## src/rtl/bwt_params_shadow.sv

```systemverilog
// bwt_params_shadow: captures the live seeding parameters on params_update,
// validates them, waits for the SMEM/seeding engine to drain, and then commits
// them atomically into the shadow registers that the engine reads.
// The engine never sees a half-written 40-bit value or a change mid-task.
//
// Build option: define PARAMS_CHECK_EN to enable ordering/range validation of
// the captured set. With the macro undefined, every capture passes, err_cfg
// is tied low and no comparators are built.
module bwt_params_shadow #(
  parameter int IDLE_HOLD = 4,   // consecutive idle cycles required before commit (1..255)
  parameter int CNT_W     = 16   // width of update_cnt
) (
  input  logic             s_axi_aclk,
  input  logic             rst,
  input  logic             params_update,
  input  logic [39:0]      bwt_len,
  input  logic [39:0]      pri_pos,
  input  logic [39:0]      acc_cnt_A,
  input  logic [39:0]      acc_cnt_C,
  input  logic [39:0]      acc_cnt_G,
  input  logic [39:0]      acc_cnt_T,
  input  logic [15:0]      min_mlen,
  input  logic [15:0]      sf_mlen,
  input  logic [15:0]      rs_min_mlen,
  input  logic [39:0]      sf_max_intv,
  input  logic [39:0]      rs_max_intv,
  input  logic             engine_busy,
  output logic             engine_hold,
  output logic [39:0]      shd_bwt_len,
  output logic [39:0]      shd_pri_pos,
  output logic [39:0]      shd_acc_cnt_A,
  output logic [39:0]      shd_acc_cnt_C,
  output logic [39:0]      shd_acc_cnt_G,
  output logic [39:0]      shd_acc_cnt_T,
  output logic [15:0]      shd_min_mlen,
  output logic [15:0]      shd_sf_mlen,
  output logic [15:0]      shd_rs_min_mlen,
  output logic [39:0]      shd_sf_max_intv,
  output logic [39:0]      shd_rs_max_intv,
  output logic             shd_valid,
  output logic             commit_pulse,
  output logic             err_cfg,
  output logic [CNT_W-1:0] update_cnt
);

  typedef enum logic [1:0] {
    ST_IDLE  = 2'd0,
    ST_CHECK = 2'd1,
    ST_DRAIN = 2'd2
  } state_t;

  // One complete parameter set; moved as a unit so a commit is atomic.
  typedef struct packed {
    logic [39:0] bwt_len;
    logic [39:0] pri_pos;
    logic [39:0] acc_cnt_A;
    logic [39:0] acc_cnt_C;
    logic [39:0] acc_cnt_G;
    logic [39:0] acc_cnt_T;
    logic [15:0] min_mlen;
    logic [15:0] sf_mlen;
    logic [15:0] rs_min_mlen;
    logic [39:0] sf_max_intv;
    logic [39:0] rs_max_intv;
  } params_t;

  // Last idle-counter value before the commit edge.
  localparam logic [7:0] HOLD_LAST = 8'(IDLE_HOLD - 1);

  state_t     state_r;
  params_t    live_s;
  params_t    stg_r;
  params_t    shd_r;
  logic [7:0] idle_cnt_r;
  logic       cfg_ok_s;

`ifdef PARAMS_CHECK_EN
  // Counts must be monotonic up to the BWT length, the primary position must
  // lie inside the BWT, and a zero minimum match length is meaningless.
  function automatic logic params_ok(input params_t p);
    logic ok;
    ok = (p.acc_cnt_A <= p.acc_cnt_C) &&
         (p.acc_cnt_C <= p.acc_cnt_G) &&
         (p.acc_cnt_G <= p.acc_cnt_T) &&
         (p.acc_cnt_T <= p.bwt_len)   &&
         (p.pri_pos   <= p.bwt_len)   &&
         (p.min_mlen  != 16'd0);
    return ok;
  endfunction
`endif

  // Gather the live register-block fields into one parameter set.
  always_comb begin
    live_s             = '0;
    live_s.bwt_len     = bwt_len;
    live_s.pri_pos     = pri_pos;
    live_s.acc_cnt_A   = acc_cnt_A;
    live_s.acc_cnt_C   = acc_cnt_C;
    live_s.acc_cnt_G   = acc_cnt_G;
    live_s.acc_cnt_T   = acc_cnt_T;
    live_s.min_mlen    = min_mlen;
    live_s.sf_mlen     = sf_mlen;
    live_s.rs_min_mlen = rs_min_mlen;
    live_s.sf_max_intv = sf_max_intv;
    live_s.rs_max_intv = rs_max_intv;
  end

  // Validation verdict on the staged set, consumed in the CHECK state.
  always_comb begin
`ifdef PARAMS_CHECK_EN
    cfg_ok_s = params_ok(stg_r);
`else
    cfg_ok_s = 1'b1;
`endif
  end

  // Capture / check / drain / commit sequencer with registered outputs.
  always_ff @(posedge s_axi_aclk) begin
    if (rst) begin
      state_r      <= ST_IDLE;
      stg_r        <= '0;
      shd_r        <= '0;
      idle_cnt_r   <= 8'd0;
      engine_hold  <= 1'b0;
      shd_valid    <= 1'b0;
      commit_pulse <= 1'b0;
      update_cnt   <= '0;
`ifdef PARAMS_CHECK_EN
      err_cfg      <= 1'b0;
`endif
    end else begin
      commit_pulse <= 1'b0;
      case (state_r)
        ST_IDLE: begin
          if (params_update) begin
            stg_r   <= live_s;
            state_r <= ST_CHECK;
          end else begin
            state_r <= ST_IDLE;
          end
        end
        ST_CHECK: begin
          if (params_update) begin
            // Latest capture wins; evaluate the new set next cycle.
            stg_r      <= live_s;
            idle_cnt_r <= 8'd0;
            state_r    <= ST_CHECK;
          end else if (cfg_ok_s) begin
            idle_cnt_r  <= 8'd0;
            engine_hold <= 1'b1;
            state_r     <= ST_DRAIN;
          end else begin
`ifdef PARAMS_CHECK_EN
            err_cfg     <= 1'b1;
`endif
            engine_hold <= 1'b0;
            state_r     <= ST_IDLE;
          end
        end
        ST_DRAIN: begin
          if (!engine_busy && (idle_cnt_r == HOLD_LAST)) begin
            // Commit the already-validated staging set; a coincident
            // update is captured afterwards and starts a fresh check.
            shd_r        <= stg_r;
            shd_valid    <= 1'b1;
            commit_pulse <= 1'b1;
            if (update_cnt != '1) begin
              update_cnt <= update_cnt + CNT_W'(1);
            end else begin
              update_cnt <= update_cnt;
            end
            engine_hold <= 1'b0;
            idle_cnt_r  <= 8'd0;
            if (params_update) begin
              stg_r   <= live_s;
              state_r <= ST_CHECK;
            end else begin
              state_r <= ST_IDLE;
            end
          end else if (params_update) begin
            // Retrigger: hold stays asserted while the new set is checked.
            stg_r      <= live_s;
            idle_cnt_r <= 8'd0;
            state_r    <= ST_CHECK;
          end else if (engine_busy) begin
            idle_cnt_r <= 8'd0;
          end else begin
            idle_cnt_r <= idle_cnt_r + 8'd1;
          end
        end
        default: begin
          engine_hold <= 1'b0;
          idle_cnt_r  <= 8'd0;
          state_r     <= ST_IDLE;
        end
      endcase
    end
  end

`ifndef PARAMS_CHECK_EN
  assign err_cfg = 1'b0;
`endif

  assign shd_bwt_len     = shd_r.bwt_len;
  assign shd_pri_pos     = shd_r.pri_pos;
  assign shd_acc_cnt_A   = shd_r.acc_cnt_A;
  assign shd_acc_cnt_C   = shd_r.acc_cnt_C;
  assign shd_acc_cnt_G   = shd_r.acc_cnt_G;
  assign shd_acc_cnt_T   = shd_r.acc_cnt_T;
  assign shd_min_mlen    = shd_r.min_mlen;
  assign shd_sf_mlen     = shd_r.sf_mlen;
  assign shd_rs_min_mlen = shd_r.rs_min_mlen;
  assign shd_sf_max_intv = shd_r.sf_max_intv;
  assign shd_rs_max_intv = shd_r.rs_max_intv;

endmodule

```

## config.mk

```make
export PLATFORM = sky130hd
export DESIGN_NAME = bwt_params_shadow
export DESIGN_NICKNAME = d
export VERILOG_FILES = /design/src/rtl/bwt_params_shadow.sv
export SDC_FILE = /design/constraint.sdc
export NUM_CORES = 2
export LEC_CHECK = 0
export CAP_MARGIN = 20
export CORE_AREA = 2 2 293 295
export CTS_CLUSTER_SIZE = 20
export DETAILED_ROUTE_END_ITERATION = 6
export DIE_AREA = 0 0 295 297
export RECOVER_POWER = 50
export SKIP_CTS_REPAIR_TIMING = 1
export SLEW_MARGIN = 10
export SYNTH_ARGS = -nofsm -noshare
export SYNTH_HDL_FRONTEND = slang
export SYNTH_SLANG_ARGS = --single-unit
```

## constraint.sdc

```tcl
create_clock -name s_axi_aclk -period 3 [get_ports s_axi_aclk]
set_input_delay 0.3 -clock s_axi_aclk [delete_from_list [all_inputs] [get_ports s_axi_aclk]]
set_output_delay 0.3 -clock s_axi_aclk [all_outputs]
set_load 0.005 [all_outputs]
```

* After elaboration in Yosys (flattened, before gate mapping) *
Cells that the tools add are included.

operators by class
  $add $sub $neg = 2
  equal/unequal tests = 7
  mux-type cells = 13
  bitwise logic cells = 2
  reduce and logical (&&, ||, !) cells = 9

operators with widths
  kind                     number
  $mux W8                  3
  $add A16 B1 Y16 const B  1
  $ne A16 B16 Y1 const B   1
  $pmux W8 S2              1
  $add A8 B1 Y8 const B    1
  $eq A8 B2 Y1 const B     1
  $mux W2                  3
  $pmux W2 S3              1
  $reduce_and A3 Y1        2
  $mux W1                  4
  $ne A2 B2 Y1 const B     2
  $reduce_and A2 Y1        2
  $ne A3 B3 Y1 const B     1
  $pmux W1 S3              1
  $reduce_or A3 Y1         1
  $eq A2 B1 Y1 const B     1
  $eq A2 B2 Y1 const B     1
  $logic_not A2 Y1         1
  $not A1 Y1               2
  $reduce_or A2 Y1         1
  $logic_and A1 B1 Y1      1
  $logic_not A1 Y1         1

storage, ports and cells
  bits in registers = 765
  input bits = 372
  output and inout bits = 388
  logic and storage cells = 61

* Longest topological paths before layout *
  depth in word-level cells = 5
  mapped depth = 8
  mapped depth without buffers = 5

* Worst setup path before layout *
Ideal clock, no wire load.

  kind = register -> register
  from = reg idle_cnt_r[0]
  to = reg update_cnt[11]
  setup time = 121 ps
  arrival = 1694 ps
  required time = 2879 ps
  path slack = 1185 ps
  stages on the path, launching flop included = 7
  path buffers = 1
  clock period less this slack = 1815 ps
  cells stage by stage = dfxtp_1 > ha_1 > nor4b_2 > nand3_1 > buf_6 > nor4_1 > mux2_2

between the ends
  longest elaborated chain between the ends = 3

ends and longest elaborated chain
  item                         line  source
  start, declared              74    logic [7:0] idle_cnt_r;
  start signal, assigned       188   idle_cnt_r <= idle_cnt_r + 8'd1;
  $eq A8 B2 Y1                 161   if (!engine_busy && (idle_cnt_r == HOLD_LAST)) begin
  $logic_and A1 B1 Y1          161
  $reduce_and A3 Y1 (no line)  -
  end signal, assigned         168   update_cnt <= update_cnt + CNT_W'(1);
  end signal, assigned         170   update_cnt <= update_cnt;
  end, declared                43    output logic [CNT_W-1:0] update_cnt

No other way between the ends.
A chain may end at the register's enable or synchronous reset.

* Worst setup path in the final report *
  from = reg idle_cnt_r[0]
  to = reg shd_r (netlist bit shd_acc_cnt_G[11])

between the ends
  longest elaborated chain between the ends = 3

ends and longest elaborated chain
  item                         line  source
  $eq A8 B2 Y1                 161
  $logic_and A1 B1 Y1          161
  $reduce_and A2 Y1 (no line)  -
  end signal, assigned         164   shd_r <= stg_r;
  end, declared                73    params_t shd_r;

No other way between the ends.

==> metrics.yaml <==
global_routing:
  antenna_found_initial: 26
  grt_first_pass_wirelength_um: 135000
  overflow: 0
  grt_max_degree: 146
  track_usage_pct: 19.7
  first_global_vias: 22400
worst_hold_path:
  min_path_cells: 2
  hold_start: "rst"
  hold_path_class: "in -> reg"
  hold_path_end: "shd_acc_cnt_A[10]"
sta:
  grt_setup_unrepaired: "no"
  max_slew_margin_pct: 27.2
  fin_hold_ws_ns: 0.136
  slew_violations: 0
  tightest_slew_ns: 1.09
  hold_viol: 0
  fin_crit_sh_pct: 85.2
  setup_viol: 0
  timing.fmax_ghz: 0.391
  setup-tns-final_ns: 0
  finClkSkew_ns: 0.0257
  fin_crit_ns: 2.55
placement:
  hpwl_um: 62200
  place_congestion: 0.816
  io_buffers: 758
cells_and_area:
  fin_nets: 4393
  drive_gt1_share_pct: 4.90
  area.growth.synth_to_final_pct: 43.7
  fill_cells: 8417
critical_path:
  cp_data_arrival_time_ns: 3.03
  crit_chain: "ha_1, nor4b_1, nand3_4, buf_12, buf_4, nand2_1, a21oi_1"
  r2r_end: "shd_acc_cnt_G[11]"
  rr_startpoint: "idle_cnt_r[0]"
  critPathMaxStageDelay_ns: 0.60
  crit_slowest_cell: "nor4b_1"
  critPathKind: "reg -> reg"
  crit_fanout: 70
  reg2reg_slack_ns: 0.45
  cp-end-kind: "register"
  critPathLaunchType: "register"
  cp.required_ns: 3.47
  r2r_cells: 7
clock_network:
  clock_latency_ns: 0.63
  cts_tree: "yes"
  cts_buffers: 85
  cts_sinks: 765
  htree_levels: 3
  cts_root_buf: "clkbuf_16"
  cts_max_path_buffers: 3
  clkSlewWorstSetupHoldPaths_ns: 0.06
power_and_ir_drop:
  peakVddDrop_mv: 0.418
  p_per_area_mw_per_mm2: 583
  p_leak_nw: 14.7
drt:
  drt_iter0_drc: 1358
  routed_via_density: 4.65
  firstDrtPassIters: 5
  post_drt_wl_per_cell_um: 17.3
  antenna_left: 0
  drc_errors: 0
  via_count: 24400
  wirelength_um: 90700
synth:
  synth_top_cell_by_area: "dfxtp_1"
  synth_cell_types: 45
  synth_fp_nets: 3743
  avgSynthCellArea_um2: 7.88
  synth.area.top_cells: "dfxtp_1 58%, nand2_1 21%, a21oi_1 14%"
  synth-edff-count: 0
  yosysSeqAreaShare_pct: 57.7
  ys.flop_type: "dfxtp_1"
  synth_common_cells: "1481 x nand2_1, 765 x dfxtp_1, 753 x a21oi_1, 137 x clkbuf_1, 110 x buf_2"
  yosysMostFrequentCell: "nand2_1"
  netlist_instances: 3369
  yosys_warnings: 0
  syn_area_mm2: 0.0266
  yosysTopAreaCellShare_pct: 57.7
  async_flop_share_pct: 0
  ys_ff_latch: 765
die:
  initial_core_util_pct: 31.4
  coreArea_mm2: 0.0845
  num_rows: 107
  dieArea_mm2: 0.0876
  io_pins: 760
  die_h_um: 297
  dieWidth_um: 295
outcome:
  outcome: "finished, final reports clean"
flow_run:
  cap_violations: 0
where the power goes:
group / switching [mW] / internal, mW / leakage, nW
Clock: 4.28 / 6.09 / 1.38
Sequential: 0.136 / 10.4 / 6.23
Combinational: 0.630 / 0.672 / 7.04
cell families after synthesis:
| family | synth area share [%] |
|---|---|
| and+or+nand+nor | 22.8 |
| AOI/OAI and AO/OA | 14.8 |
| DFF | 57.7 |
| buffers and inverters | 4.32 |
| xor gates and xnor gates | 0.132 |
| muxes | 0.160 |
| adders and majority gates | 0.0942 |
| other | 0.0141 |
state kept, by name, indices dropped and copies added, names as in the netlist, 40 cells and up:
| register | flops |
|---|---|
| shd_acc_cnt_A | 40 |
| stg_r | 368 |
| shd_pri_pos | 40 |
| shd_acc_cnt_C | 40 |
| shd_acc_cnt_T | 40 |
| shd_rs_max_intv | 40 |
| shd_bwt_len | 40 |
| shd_acc_cnt_G | 40 |
| shd_sf_max_intv | 40 |
worst max-delay path: cells and delay by family (launching register included):
| kind | cells | cell delay, ns |
|---|---|---|
| compound gates | 1 | 0.06 |
| fa+ha+maj | 1 | 0.29 |
| buf+inv | 2 | 0.58 |
| flops | 1 | 0.37 |
| simple gates | 3 | 0.99 |
cell usage in the layout, fill, tap and decap left out, drive strengths merged, types with 2 or more instances in the layout:
cell type,n
nor2b,2
and4,3
inv,6
clkbuf,136
nand3,10
o31ai,10
diode,15
nor4,6
or4,11
xnor2,3
clkinv,14
nand2,1481
mux2i,2
nand4,7
dfxtp,765
and3,3
a31oi,2
nor4b,2
ha,2
buf,59
nor2,19
o21ai,3
or3,2
a21oi,753
clkdlybuf4s50,385
clkinvlp,2
o2111ai,2
nor3,5
dlygate4sd3,372
mux2,2
nand3b,2
bufinv,2
worst max path at each step:
stage | from | to | slack, ns | cells after the start
final | idle_cnt_r[0] | shd_acc_cnt_G[11] | 0.45 | 7
after global routing | idle_cnt_r[0] | shd_acc_cnt_T[29] | 0.28 | 7
after CTS | idle_cnt_r[0] | shd_acc_cnt_G[11] | 0.69 | 7
after detailed placement | engine_busy | shd_acc_cnt_T[30] | 0.56 | 7
after global placement | engine_busy | update_cnt[4] | 0.62 | 6
after floorplan | idle_cnt_r[0] | update_cnt[11] | 1.19 | 6
metrics by stage:
| stage | utilization [%] | instances | cell area [um^2] | setup slack, ns | power [mW] |
|---|---|---|---|---|---|
| after CTS | 45.2 | 5228 | 38200 | 0.687 | 22.6 |
| after floorplan | - | 3369 | 26600 | 1.19 | 11.3 |
| after global placement | 41.8 | 5076 | 35300 | 0.616 | 12.1 |
| after detailed placement | 41.8 | 5076 | 35300 | 0.562 | 12.1 |
| after global routing | 45.2 | 5238 | 38100 | 0.275 | 23.1 |
| final | 45.2 | 5243 | 38200 | 0.445 | 22.3 |
final cells by class:
type / count / area, um^2 / share of cell area [%]
diodes: 15 / 37.5 / 0.0984
inverters: 4 / 15.0 / 0.0393
clock buffers: 132 / 2560 / 6.72
repair buffers: 820 / 8420 / 22.1
flip-flops and latches: 765 / 15300 / 40.1
multi-input cells: 2343 / 10100 / 26.5
clock inverters: 20 / 272 / 0.711
well taps: 1144 / 1430 / 3.75
layer usage:
layer  track usage [%]  part of all wire [%]
met4              8.05                   3.7
met3              7.90                   9.3
met5                 0                  0.17
met2              32.1                    47
met1              23.0                    40
Note: power is estimated with default switching activity, not from simulation.
